<file path="src/rtl/tff_bank_multimode.sv">
`default_nettype none
// ============================================================================
//  Module      : tff_bank_multimode
//  Description : Parametrised bank of WIDTH flip-flops with a per-cycle mode
//                select: toggle (T), load (D), JK, or up/down counter.
//                Provides q/qbar, a combinational terminal-count flag and a
//                registered change strobe.
//  Revision    : 1.0 - initial release
// ----------------------------------------------------------------------------
//  Parameters
//    WIDTH    number of flip-flops in the bank (>= 1)
//    RST_VAL  value loaded into q while reset is asserted
//  Ports
//    clk      in   1      clock, all state updates on posedge
//    rst      in   1      asynchronous, active-low reset
//    en       in   1      1 = apply mode this edge, 0 = hold all state
//    mode     in   2      00 toggle, 01 load, 10 JK, 11 count
//    dir      in   1      count direction (1 = up, 0 = down), count mode only
//    t        in   WIDTH  toggle mask (mode 00) / J vector (mode 10)
//    d        in   WIDTH  load data (mode 01) / K vector (mode 10)
//    q        out  WIDTH  bank state
//    qbar     out  WIDTH  ~q
//    tc       out  1      terminal count (combinational)
//    changed  out  1      one-cycle strobe after an edge that changed q
// ============================================================================
module tff_bank_multimode #(
    parameter int               WIDTH   = 8,
    parameter logic [WIDTH-1:0] RST_VAL = '0
) (
    input  logic             clk,
    input  logic             rst,
    input  logic             en,
    input  logic [1:0]       mode,
    input  logic             dir,
    input  logic [WIDTH-1:0] t,
    input  logic [WIDTH-1:0] d,
    output logic [WIDTH-1:0] q,
    output logic [WIDTH-1:0] qbar,
    output logic             tc,
    output logic             changed
);

    localparam logic [1:0]       MODE_TOGGLE = 2'b00;
    localparam logic [1:0]       MODE_LOAD   = 2'b01;
    localparam logic [1:0]       MODE_JK     = 2'b10;
    localparam logic [1:0]       MODE_COUNT  = 2'b11;
    localparam logic [WIDTH-1:0] C_ONE       = WIDTH'(1);

    logic [WIDTH-1:0] r_q;
    logic             r_changed;
    // Cleared by reset and set by the first edge after release; that first
    // edge only arms the bank so a release near an edge never updates q.
    logic             r_armed;
    logic [WIDTH-1:0] w_q_next;

    always_comb begin
        w_q_next = r_q;
        case (mode)
            MODE_TOGGLE: w_q_next = r_q ^ t;
            MODE_LOAD:   w_q_next = d;
            MODE_JK:     w_q_next = (t & ~r_q) | (~d & r_q);
            MODE_COUNT:  w_q_next = dir ? (r_q + C_ONE) : (r_q - C_ONE);
            default:     w_q_next = r_q;
        endcase
    end

    always_ff @(posedge clk or negedge rst) begin
        if (!rst) begin
            r_q       <= RST_VAL;
            r_changed <= 1'b0;
            r_armed   <= 1'b0;
        end else if (!r_armed) begin
            r_armed   <= 1'b1;
            r_changed <= 1'b0;
        end else begin
            if (en) begin
                r_q <= w_q_next;
            end
            r_changed <= en & (w_q_next != r_q);
        end
    end

    assign q       = r_q;
    assign qbar    = ~r_q;
    assign changed = r_changed;
    // Flags the state from which the next count edge wraps.
    assign tc      = en & (mode == MODE_COUNT) & (dir ? (&r_q) : ~(|r_q));

endmodule
`default_nettype wire

</file>
<file path="config.mk">
export PLATFORM = sky130hd
export DESIGN_NAME = tff_bank_multimode
export DESIGN_NICKNAME = d
export VERILOG_FILES = /design/src/rtl/tff_bank_multimode.sv
export SDC_FILE = /design/constraint.sdc
export NUM_CORES = 1
export LEC_CHECK = 0
export ABC_CLOCK_PERIOD_IN_PS = 5100
export CORE_MARGIN = 5
export CORE_UTILIZATION = 55
export CTS_CLUSTER_SIZE = 40
export DETAILED_ROUTE_END_ITERATION = 8
export DONT_BUFFER_PORTS = 1
export MAX_ROUTING_LAYER = met4
export PLACE_DENSITY_LB_ADDON = 0.25
export SLEW_MARGIN = 30
export SYNTH_ARGS = -nofsm -noshare
export SYNTH_HDL_FRONTEND = slang
export SYNTH_SLANG_ARGS = --single-unit
</file>
<file path="constraint.sdc">
create_clock -name clk -period 5.1 [get_ports clk]
set_input_delay 1.275 -clock clk [delete_from_list [all_inputs] [get_ports clk]]
set_output_delay 1.275 -clock clk [all_outputs]
set_load 0.005 [all_outputs]
</file>
# Word-level counts from Yosys, hierarchy flattened
# Index checks and enable logic that the tools add are counted.
# op_classes
add_sub_neg	2
eq_ne	4
n_mux	4
n_bitwise	10
n_reduce_logical	4
# op_table
op	count
8-bit one-hot mux with 4 select lines	1
8-bit AND	2
8-bit inverter	2
8-bit by 1-bit adder with 8-bit output (second input constant)	1
8-bit two-way mux	1
8-bit != test	1
8-bit OR	1
8-bit AND reduction	1
8-bit OR reduction	1
8-bit by 1-bit subtractor with 8-bit output (second input constant)	1
8-bit XOR	1
2-bit == test (second input constant)	2
1-bit AND	3
2-bit by 1-bit == test with 1-bit output (second input constant)	1
2-bit logical NOT	1
1-bit two-way mux	2
2-bit AND reduction	1
1-bit inverter	1
# word_totals
register_bits	10
inputBits	22
output_inout_bits	18
elab_cells	27

# Logic depth before layout (Yosys ltp)
# depth
ltp_word	7
ltp_mapped	8
ltp_nobuf	8

# Worst setup path after synthesis
# OpenSTA, ideal clock, no wires.
# synth_path
path_type	input port to output port
startpoint	in mode[0]
endpoint	out tc
arrival_ns	2.275
t_required_ns	3.825
slack_ns	1.550
stages	5
n_path_buf	4
cell_sequence	buf_4 > buf_2 > buf_2 > buf_1 > o2111a_1
# synth_between
elab_chain_len	3
# synth_lines
element	line	rtl
start, declared	33	input logic [1:0] mode,
2-bit == test	87	assign tc = en & (mode == MODE_COUNT) & (dir ? (&r_q) : ~(|r_q));
1-bit AND (2 in series)	87	
end, declared	39	output logic tc,
# Every way passes these cells.

# Final worst setup path
# layout_path
startpoint	in dir
endpoint	out tc
# layout_between
elab_chain_len	2
# layout_lines
element	line	rtl
start, declared	34	input logic dir,
1-bit two-way mux	87	
1-bit AND	87	
# Every way passes these cells.

==> summary.md <==
| Metric | Value |
|---|---|
| Req. time, crit path | `3830 ps` |
| FF-to-FF Start | `q[0]` |
| Yosys Warn Count | `0` |
| Post-cts gate resize count | `0` |
| Slew HR | `62.3%` |
| CP endpoint | `tc` |
| Critical path type | `input port to primary output` |
| Worst vdd ir | `243 µV` |
| Fmax | `between 300 and 400 MHz` |
| Start point of the critical path | `dir` |
| Die height | `61.2 µm` |
| Int Pwr | `234 µW` |
| Unique masters post-synth | `57` |
| ANT nets after route | `0` |
| Fillers | `233` |
| Post-CTS setup buffers | `0` |
| HP Class | `input port to async pin` |
| Wire per inst | `19.5 µm` |
| Final hold vios | `0` |
| Hold slack | `about 690 ps` |
| First-pass GRT wire length | `6740 µm` |
| Final count of negative-setup-slack endpoints | `0` |
| Final Critical Period | `roughly 3200 ps` |
| Vias in the first global route | `1480` |
| Combinational power share | `around 56%` |
| Synth Register Bits | `10` |
| Initial core utilization | `~58%` |
| Synth async-reset ratio | `100%` |
| Worst Clk Skew | `between 5 and 6 ps` |
| Nets | `roughly 210` |
| Post-synth EDFFs | `0` |
| Hold-fix buffers, CTS | `0` |
| Die Wd | `61.2 µm` |
| PortBufs | `0` |
| Starting DRC count in detailed routing | `around 110` |
| CP Max Fanout | `10` |
| CTS Buf Count | `3` |
| Core ar. | `between 2000 and 2500 µm²` |
| Netlist Area Pre-Place | `1440 µm²` |
| RSZ-0062 raised after global routing | `false` |
| Flop pwr share | `31.9%` |
| Clock sink count | `10` |
| Slew Limit Fails | `0` |
| Cell Rows | `18` |
| Vias/cell | `7.00` |
| Crit path launch type | `input port` |
| Worst-path clk slew | `roughly 70 ps` |
| Reg area | `~250 µm²` |
| Ys flop type | `dfrtp_1` |
| Gpl congestion | `roughly 0.86` |
| GRT overflow | `0` |
| Status | `finished, final reports clean` |
| Worst Reg-to-Reg Cells | `7` |
| DP HPWL | `3050 µm` |
| Sequential cell area fraction in the yosys report | `between 15 and 20%` |
| I/O Pins | `40` |
| DRT Wirelength | `4100 µm` |
| Lkg Pwr | `0.000574 µW` |
| Die area | `3740 µm²` |
| Clock latency on the worst-skew pair | `270 ps` |
| Drt drc | `0` |
| Htree depth | `1` |
| PwrDens | `roughly 320 nW/µm²` |
| Max_cap viols | `0` |
| Arr. time, crit path | `1940 ps` |
| Multi-input gate area | `1080 µm²` |
| R2r endpoint | `q[6]` |
| Sw Ratio | `48.9%` |
| Synthesis-to-finish area growth | `-0.434%` |
| Syn Inst Count | `192` |
| Crit end category | `primary output` |
| N_diodes | `0` |
| Clock power share | `~13%` |
| Net switching power | `224 µW` |
| Slack of the worst reg-to-reg path | `2790 ps` |
| CTS tree | `done` |
| TNS Setup | `0 ps` |
| CTS root buffer | `clkbuf_4` |
| Syn Area/Cell | `7.51 µm²` |
| Layout cells sized above 1 | `under 10%` |
| Initial antenna violation count | `0` |
| Mapped Nets | `221` |
| GRT Resource Usage Total | `24.9%` |
| Actual slew at the worst max-slew pin | `566 ps` |
| Post-route clock period utilization | `63.1%` |
| Clock Path Buffers | `2` |
| Pre-antenna DRT Iters | `4` |
| Largest net degree at the start of global routing | `46` |
| Via count | `roughly 1.5k` |
[final cells by class]
type / instances / share of cell area (%)
inverter: 13 / 3.40
tap: 30 / 2.62
clock buffer: 3 / 1.57
multi-input combinational: 155 / 75.0
sequential: 10 / 17.4
[worst max-delay path, stage by stage]
cell	delay (ps)
inv_1	250
and3_1	220
o2111a_1	200
[layout by cell type, fill, tap and decap left out, types with 2 or more instances in the layout]
cell       netlist  layout
a21oi_1         21      21
nand2_1         18      18
o21ai_0         13      13
inv_1           11      11
nor2_1          11      11
dfrtp_1         10      10
mux2i_1          8       8
xnor2_1          6       6
a211oi_1         6       6
ha_1             6       6
o211ai_1         4       4
nand3_1          4       4
nand4_1          3       3
nor4_1           3       3
a211oi_2         3       3
a221oi_1         3       3
clkbuf_4         0       3
nor3_1           2       2
and3_1           2       2
inv_2            2       2
o21bai_1         2       2
o21a_1           2       2
xor2_1           2       2
o2111ai_1        2       2
nand2b_1         2       2
nor2b_1          2       2
o221ai_1         2       2
o22ai_1          2       2
[cells in the mapped netlist (2+ instances only)]
cell,number,area (µm²)
a211oi_1,6,45.0
a211oi_2,3,37.5
a21oi_1,21,105
a221oi_1,3,26.3
and3_1,2,12.5
buf_2,8,40.0
clkbuf_1,4,15.0
dfrtp_1,10,250
ha_1,6,75.1
inv_1,11,41.3
inv_2,2,7.51
mux2i_1,8,80.1
nand2_1,18,67.6
nand2b_1,2,12.5
nand3_1,4,20.0
nand4_1,3,18.8
nor2_1,11,41.3
nor2b_1,2,12.5
nor3_1,2,10.0
nor4_1,3,18.8
o2111ai_1,2,17.5
o211ai_1,4,30.0
o21a_1,2,15.0
o21ai_0,13,65.1
o21bai_1,2,15.0
o221ai_1,2,17.5
o22ai_1,2,12.5
xnor2_1,6,52.6
xor2_1,2,17.5
[through the flow]
stage | cell area [µm²] | power [µW] | setup WS [ps] | util, % | instances
after floorplan | 1440 | 348 | 1550 | - | 192
after CTS | 1440 | 455 | 1870 | 57.4 | 211
after global routing | 1440 | 499 | 1830 | 57.4 | 211
after detailed placement | 1410 | 396 | 1870 | 56.5 | 208
after global placement | 1410 | 385 | 1910 | 56.5 | 208
final | 1440 | 458 | 1880 | 57.4 | 211
[metal layers]
layer / part of all wire (%) / global-route usage [%] / vias to the layer above
met3: 8.0 / 5.03 / 15
met5: 0 / - / -
met2: 47 / 38.1 / 65
met4: 3.1 / 11.5 / 0
met1: 42 / 31.4 / 694
li1: - / - / 702
[logic make-up after synthesis]
| group | count (synthesis) | share of synthesized area (%) |
|---|---|---|
| AO/OA/AOI/OAI | 73 | 35.1 |
| AND/OR/NAND/NOR | 56 | 20.0 |
| buffers and inverters | 27 | 7.99 |
| multiplexers | 10 | 7.90 |
| flip-flops | 10 | 17.4 |
| XOR/XNOR | 8 | 4.86 |
| adder cells (fa/ha/maj) | 7 | 6.60 |
| other | 1 | 0.260 |
[power by group through the flow]
stage          Clock, µW  Combinational, µW  Sequential [µW]
5_1_grt             63.2                283              153
6_report            57.5                255              146
3_5_place_dp           0                249              147
3_3_place_gp           0                240              145
2_1_floorplan          0                225              124
4_1_cts             58.6                251              146
[state kept, by name (all words and copies together), names as in the netlist]
signal,count
r_armed,1
changed,1
q,8
[worst min-delay path by stage]
stage,end,from
floorplan,changed,r_armed
global placement,changed,r_armed
detailed placement,changed,r_armed
CTS,q[4],rst
global route,q[3],rst
finish,q[2],rst
No activity file was read; power rests on OpenSTA's default activity.
